**config.mk**
```make
export PLATFORM = sky130hd
export DESIGN_NAME = nios2_oci_dct_packer
export DESIGN_NICKNAME = d
export VERILOG_FILES = /design/src/rtl/nios2_oci_trace_pkg.sv /design/src/rtl/nios2_oci_frame_slot.sv /design/src/rtl/nios2_oci_dct_packer.sv
export SDC_FILE = /design/constraint.sdc
export NUM_CORES = 1
export LEC_CHECK = 0
export BUFFER_PORTS_ARGS = -buffer_cell sky130_fd_sc_hd__clkbuf_2
export CAP_MARGIN = 0
export CORE_ASPECT_RATIO = 0.8
export CORE_UTILIZATION = 55
export CTS_BUF_LIST = sky130_fd_sc_hd__clkbuf_8
export DETAILED_ROUTE_END_ITERATION = 16
export MAX_ROUTING_LAYER = met4
export PLACE_DENSITY = 0.77
export SLEW_MARGIN = 10
export SYNTH_ARGS = -nofsm -noshare
export SYNTH_HDL_FRONTEND = slang
export SYNTH_SLANG_ARGS = --single-unit
```
**constraint.sdc**
```tcl
create_clock -name clk -period 2.9 [get_ports clk]
set_input_delay 0.435 -clock clk [delete_from_list [all_inputs] [get_ports clk]]
set_output_delay 0.435 -clock clk [all_outputs]
set_load 0.02 [all_outputs]
```
**src/rtl/nios2_oci_trace_pkg.sv**
```systemverilog
`default_nettype none
// ============================================================================
// Module      : nios2_oci_trace_pkg
// Description : Shared types and constants for the Nios II OCI trace packers.
//               DCT code values, buffer/count/frame widths, the packed frame
//               layout {cnt, buffer}, and the output-slot state encoding.
// Revision    : 1.0 - initial release
// ============================================================================
package nios2_oci_trace_pkg;

    localparam logic [1:0] DCT_TAKEN     = 2'b10;
    localparam logic [1:0] DCT_NOT_TAKEN = 2'b11;

    localparam int DCT_BUF_W = 30;
    localparam int DCT_CNT_W = 4;
    localparam int FRAME_W   = DCT_CNT_W + DCT_BUF_W;

    // Frame layout on the wire: count in the top nibble, codes below it.
    typedef struct packed {
        logic [DCT_CNT_W-1:0] cnt;
        logic [DCT_BUF_W-1:0] buffer;
    } dct_frame_t;

    // Single-entry output slot occupancy.
    typedef enum logic [0:0] {
        SLOT_EMPTY = 1'b0,
        SLOT_FULL  = 1'b1
    } slot_state_e;

endpackage : nios2_oci_trace_pkg
`default_nettype wire

```
**src/rtl/nios2_oci_frame_slot.sv**
```systemverilog
`default_nettype none
// ============================================================================
// Module      : nios2_oci_frame_slot
// Description : Single-entry valid/ready holding register for trace frames.
//               A load captures i_load_data and marks the slot FULL; a
//               consumer handshake without a new load empties it. Data holds
//               its last value after draining. The caller only asserts i_load
//               when the slot is empty or being drained in the same cycle.
// Ports       : clk, reset_n (async, active low)
//               i_load, i_load_data[WIDTH]  - capture a new frame
//               i_ready                     - consumer accepts the frame
//               o_valid, o_data[WIDTH]      - slot contents
// Revision    : 1.0 - initial release
// ============================================================================
module nios2_oci_frame_slot
    import nios2_oci_trace_pkg::*;
#(
    parameter int WIDTH = FRAME_W
) (
    input  logic             clk,
    input  logic             reset_n,
    input  logic             i_load,
    input  logic [WIDTH-1:0] i_load_data,
    input  logic             i_ready,
    output logic             o_valid,
    output logic [WIDTH-1:0] o_data
);

    slot_state_e      r_state;
    slot_state_e      w_state_d;
    logic [WIDTH-1:0] r_data;
    logic [WIDTH-1:0] w_data_d;

    always_comb begin
        w_state_d = r_state;
        w_data_d  = r_data;
        if (i_load) begin
            // Covers both EMPTY->FULL and FULL->FULL on a same-cycle drain.
            w_state_d = SLOT_FULL;
            w_data_d  = i_load_data;
        end else if ((r_state == SLOT_FULL) && i_ready) begin
            w_state_d = SLOT_EMPTY;
        end
    end

    always_ff @(posedge clk or negedge reset_n) begin
        if (!reset_n) begin
            r_state <= SLOT_EMPTY;
            r_data  <= '0;
        end else begin
            r_state <= w_state_d;
            r_data  <= w_data_d;
        end
    end

    assign o_valid = (r_state == SLOT_FULL);
    assign o_data  = r_data;

endmodule : nios2_oci_frame_slot
`default_nettype wire

```
**src/rtl/nios2_oci_dct_packer.sv**
```systemverilog
`default_nettype none
// ============================================================================
// Module      : nios2_oci_dct_packer
// Description : Packs 2-bit DCT codes into a 30-bit shift buffer (newest code
//               in [1:0]) with a live entry count, and emits {count, buffer}
//               frames through a single-entry valid/ready slot when the
//               buffer fills or a flush closes it. A flush that cannot be
//               served because the slot is busy is remembered (pend flush).
//               Codes arriving while the buffer is full and the slot is busy
//               are dropped and raise the sticky overflow flag.
// Ports       : clk, reset_n (async, active low)
//               dct_valid, dct_code[2], flush        - trace input
//               dct_buffer[30], dct_count[4]         - live buffer state
//               frame_valid, frame_ready, frame_data[34] - frame output
//               overflow                             - sticky loss flag
//               drop_count[8]                        - only with macro
// Options     : OCI_DCT_DROP_COUNT_EN adds drop_count, a saturating count of
//               dropped codes.
// Revision    : 1.0 - initial release
// ============================================================================
module nios2_oci_dct_packer #(
    parameter int MAX_ENTRIES = 15,
    parameter int FRAME_W     = nios2_oci_trace_pkg::FRAME_W
) (
    input  logic                                      clk,
    input  logic                                      reset_n,
    input  logic                                      dct_valid,
    input  logic [1:0]                                dct_code,
    input  logic                                      flush,
    output logic [nios2_oci_trace_pkg::DCT_BUF_W-1:0] dct_buffer,
    output logic [nios2_oci_trace_pkg::DCT_CNT_W-1:0] dct_count,
    output logic                                      frame_valid,
    input  logic                                      frame_ready,
    output logic [FRAME_W-1:0]                        frame_data,
    output logic                                      overflow
`ifdef OCI_DCT_DROP_COUNT_EN
    ,
    output logic [7:0]                                drop_count
`endif
);

    import nios2_oci_trace_pkg::*;

    localparam logic [DCT_CNT_W-1:0] c_max = DCT_CNT_W'(MAX_ENTRIES);

    logic [DCT_BUF_W-1:0] r_buffer, w_buffer_d, w_buffer_n;
    logic [DCT_CNT_W-1:0] r_count,  w_count_d,  w_count_n;
    logic                 r_pend,   w_pend_d;
    logic                 r_overflow, w_overflow_d;

    logic       w_busy;
    logic       w_full;
    logic       w_drop;
    logic       w_emit_cond;
    logic       w_emit;
    dct_frame_t w_frame;

    // Slot cannot take a frame this cycle.
    assign w_busy = frame_valid && !frame_ready;
    assign w_full = (r_count == c_max);
    assign w_drop = dct_valid && w_full && w_busy;

    always_comb begin
        w_buffer_n     = r_buffer;
        w_count_n      = r_count;
        w_emit_cond    = 1'b0;
        w_emit         = 1'b0;
        w_frame.cnt    = r_count;
        w_frame.buffer = r_buffer;
        w_buffer_d     = r_buffer;
        w_count_d      = r_count;
        w_pend_d       = r_pend;

        if (w_full) begin
            // A complete frame is already held waiting for the slot. It
            // leaves as soon as the slot frees; a code arriving in that same
            // cycle starts the next buffer instead of overrunning the count,
            // and a flush alongside it is deferred to close that new buffer.
            w_emit_cond = 1'b1;
            w_emit      = !w_busy;
            if (w_emit) begin
                w_buffer_d = dct_valid ? {{(DCT_BUF_W-2){1'b0}}, dct_code} : '0;
                w_count_d  = dct_valid ? DCT_CNT_W'(1) : '0;
                w_pend_d   = dct_valid && flush;
            end
        end else begin
            if (dct_valid) begin
                w_buffer_n = {r_buffer[DCT_BUF_W-3:0], dct_code};
                w_count_n  = r_count + DCT_CNT_W'(1);
            end
            // Evaluated on post-append values so a same-cycle code is
            // included in a flushed frame.
            w_emit_cond    = (w_count_n == c_max) ||
                             ((flush || r_pend) && (w_count_n != '0));
            w_emit         = w_emit_cond && !w_busy;
            w_frame.cnt    = w_count_n;
            w_frame.buffer = w_buffer_n;
            if (w_emit) begin
                w_buffer_d = '0;
                w_count_d  = '0;
                w_pend_d   = 1'b0;
            end else begin
                w_buffer_d = w_buffer_n;
                w_count_d  = w_count_n;
                w_pend_d   = r_pend || (flush && (w_count_n != '0));
            end
        end
    end

    assign w_overflow_d = r_overflow || w_drop;

    always_ff @(posedge clk or negedge reset_n) begin
        if (!reset_n) begin
            r_buffer   <= '0;
            r_count    <= '0;
            r_pend     <= 1'b0;
            r_overflow <= 1'b0;
        end else begin
            r_buffer   <= w_buffer_d;
            r_count    <= w_count_d;
            r_pend     <= w_pend_d;
            r_overflow <= w_overflow_d;
        end
    end

`ifdef OCI_DCT_DROP_COUNT_EN
    logic [7:0] r_drop_cnt, w_drop_cnt_d;

    always_comb begin
        w_drop_cnt_d = r_drop_cnt;
        if (w_drop && (r_drop_cnt != 8'hFF)) begin
            w_drop_cnt_d = r_drop_cnt + 8'd1;
        end
    end

    always_ff @(posedge clk or negedge reset_n) begin
        if (!reset_n) begin
            r_drop_cnt <= '0;
        end else begin
            r_drop_cnt <= w_drop_cnt_d;
        end
    end

    assign drop_count = r_drop_cnt;
`endif

    nios2_oci_frame_slot #(
        .WIDTH (FRAME_W)
    ) u_slot (
        .clk         (clk),
        .reset_n     (reset_n),
        .i_load      (w_emit),
        .i_load_data (FRAME_W'(w_frame)),
        .i_ready     (frame_ready),
        .o_valid     (frame_valid),
        .o_data      (frame_data)
    );

    assign dct_buffer = r_buffer;
    assign dct_count  = r_count;
    assign overflow   = r_overflow;

endmodule : nios2_oci_dct_packer
`default_nettype wire

```
==> flow_summary.ini <==
[logic_synthesis]
synth_nets = 350
yosysUniqueCellTypes = 37
synthCells = 342
syn_avg_cell_area_um2 = 10.61
synth_most_common_cell = nand2_1
synth_top_area_share_pct = 48.97
synth_top_cells_by_count = nand2_1, dfrtp_1, a21oi_1
yosysSeqAreaShare_pct = 48.97
ys.flop_type = dfrtp_1
synth_area_leaders = dfrtp_1, a31oi_4, nand2_1, a21oi_1, a21oi_4
ys_seq_elements = 71
yosysWarnings = 0
async_reset_ff_share_pct = 100.0
synth_top_cell_by_area = dfrtp_1
synth_area_um2 = 3628
synth-edff-count = 0

[power_and_ir_drop]
p_per_area_nw_per_um2 = 1097
power_leakage_nw = 1.839
ir_worst_vdd_uv = 599.7
power_frac_comb_pct = 48.3
pwr-share-seq_pct = 32.4
p_clk_share_pct = 19.2
switching_power_mw = 2.002
switching_share_pct = 42.62
intPower_mw = 2.696

[critical_path]
cp.depth = 7
worstReg2RegStart = dct_count[0]$_DFFE_PN0P_
path_class = register to register
cp-endpoint = dct_buffer[1]$_DFFE_PN0P_
slowest_delay_ns = 0.52
crit_required_ns = 3.12
path_cells = ha_1 -> xor2_1 -> nand4_1 -> and2_1 -> o21ai_2 -> buf_4 -> a21oi_1
rrSetupSlack_ns = 0.32
r2r-end = dct_buffer[1]$_DFFE_PN0P_
worstPathArrival_ns = 2.80
rr_worst_depth = 7
path_max_fanout = 18
critPathTopFamily = compound AO/OA/AOI/OAI gates
slowest_stage = dfrtp_1
startpoint = dct_count[0]$_DFFE_PN0P_
path_buf_inv = 1
start_kind = register
cp-end-kind = register

[drt]
viasPerCell = 5.747
drt_pass1_iterations = 4
drtIter0Drc = 175
drt-total-wl_um = 8399
drtAntennaViolNets = 0
routedWlPerCell_um = 16.73
vias = 2885
drc = 0

[clock_network]
cts_buffers = 9
cts_max_level = 3
cts_tree = built
cts_hold_repair.buffers = 0
post_cts_buffers = 0
cts_buffer_depth = 2
cts.clk_slew.worst_paths_ns = 0.08
cts.repair.resized = 0
clk-insertion-delay-late_ns = 0.35
numClockSinks = 71
root_buffer = clkbuf_8

[placement]
dp.cells = 486
gp_congestion = 0.8605
place_ws_ns = 0.3632
hpwl_um = 5497
port_buffers = 76

[flow_run]
max-cap-violations = 0

[cells_and_area]
area_growth_pct = 18.03
diodes = 0
nets = 421
fillers = 516
drive_gt1_share_pct = 34.21
final_cells = 502

[timing]
setup_viol = 0
hold_viol_final = 0
setup_tns_ns = 0
fin_crit_ns = 2.581
finClkSkew_ns = 0.009472
rsz0062_at_grt = false
drv_slew = 0
finalWorstSetupSlack_ns = 0.3193
fin_crit_sh_pct = 88.99
maxSlewHeadroom_pct = 40.75
tightest_slew_ns = 0.8888
fmax_mhz = 387.5

[global_routing]
track_usage_pct = 26.52
antenna_found_initial = 0
grt_pass1_vias = 2700
grt_pass1_wl_um = 13520
grt_max_degree = 72
grt-ovfl-total = 0

[floorplan]
fp.dieH_um = 74.65
die_w_um = 92.81
ios = 77
rows = 26
initial_core_util_pct = 56.91
die-area_um2 = 6928
core_area_um2 = 6376

[worst_hold_path]
hold_path.class = primary input to asynchronous set/reset pin

[run_status]
outcome = completed
[registers in the layout, summed over array words and instances (netlist names)]
| signal | cells |
|---|---|
| dct_buffer | 30 |
| dct_count | 4 |
| overflow | 1 |
| r_pend | 1 |
| u_slot.o_data | 34 |
| u_slot.o_valid | 1 |
[power groups by stage]
stage | Combinational [mW] | Clock [mW] | Sequential [mW]
2_1_floorplan | 1.45 | 0 | 1.85
3_3_place_gp | 2.23 | 0 | 1.53
3_5_place_dp | 2.28 | 0 | 1.54
4_1_cts | 2.29 | 0.920 | 1.52
5_1_grt | 2.44 | 0.958 | 1.56
6_report | 2.27 | 0.904 | 1.52
[worst min-delay path by stage]
stage,startpoint,endpoint
CTS,reset_n,u_slot.o_data[8]$_DFFE_PN0P_
global route,reset_n,u_slot.o_data[10]$_DFFE_PN0P_
floorplan,reset_n,dct_buffer[0]$_DFFE_PN0P_
detailed placement,overflow$_DFF_PN0_,overflow$_DFF_PN0_
global placement,overflow$_DFF_PN0_,overflow$_DFF_PN0_
finish,reset_n,u_slot.o_data[3]$_DFFE_PN0P_
[cell type report]
cell class | count | area (um^2) | area share (%)
Inverter | 1 | 3.754 | 0.08764
Clock buffer | 11 | 151.4 | 3.535
Timing Repair Buffer | 90 | 500.5 | 11.69
Multi-Input combinational cell | 240 | 1665 | 38.88
Sequential cell | 71 | 1777 | 41.48
Clock inverter | 5 | 80.08 | 1.870
Tap cell | 84 | 105.1 | 2.454
[stage by stage]
step	util, %	hold slack [ns]	power, mW	area, um^2
5_1_grt	67.17	0.2887	4.956	4283
2_1_floorplan	-	0.1394	3.302	3628
3_5_place_dp	63.54	0.4597	3.817	4051
6_report	67.17	0.2076	4.698	4283
3_3_place_gp	63.54	0.4523	3.754	4051
4_1_cts	67.17	0.2354	4.729	4283
[layout by cell type, fill, tap and decap left out, types with 2 or more instances in the layout]
master      instances
a21oi_1            65
a21oi_4             4
a31oi_1             4
a31oi_4            24
a32oi_1             3
and2_1              2
buf_4              14
bufinv_16           2
clkbuf_2           75
clkbuf_8           11
clkinvlp_4          2
dfrtp_1            71
mux2i_1             5
nand2_1            92
nand2b_1            3
nand3_1             2
nand4_1             3
nor2_1              7
nor2b_1             3
nor3_1              4
o21ai_2             2
xor2_1              2
[layer usage]
| metal | routed length (um) | vias up | share of wire [%] | track usage [%] |
|---|---|---|---|---|
| met5 | 0 | - | 0 | - |
| met3 | 525 | 9 | 6.3 | 6.465 |
| met1 | 3856 | 1430 | 46 | 35.26 |
| met2 | 3960 | 112 | 47 | 40.93 |
| li1 | - | 1334 | - | - |
| met4 | 57 | 0 | 0.68 | 7.863 |
[kinds of logic (layout without fill, tap and decap cells)]
group | Yosys count | in the layout | synth area share, %
simple gates | 122 | 122 | 14.52
compound gates | 109 | 109 | 28.72
flops | 71 | 71 | 48.97
buf+inv | 31 | 107 | 5.345
mux | 5 | 5 | 1.379
xor+xnor | 3 | 3 | 0.7243
fa+ha+maj | 1 | 1 | 0.3448
(Power assumes the default switching activity.)
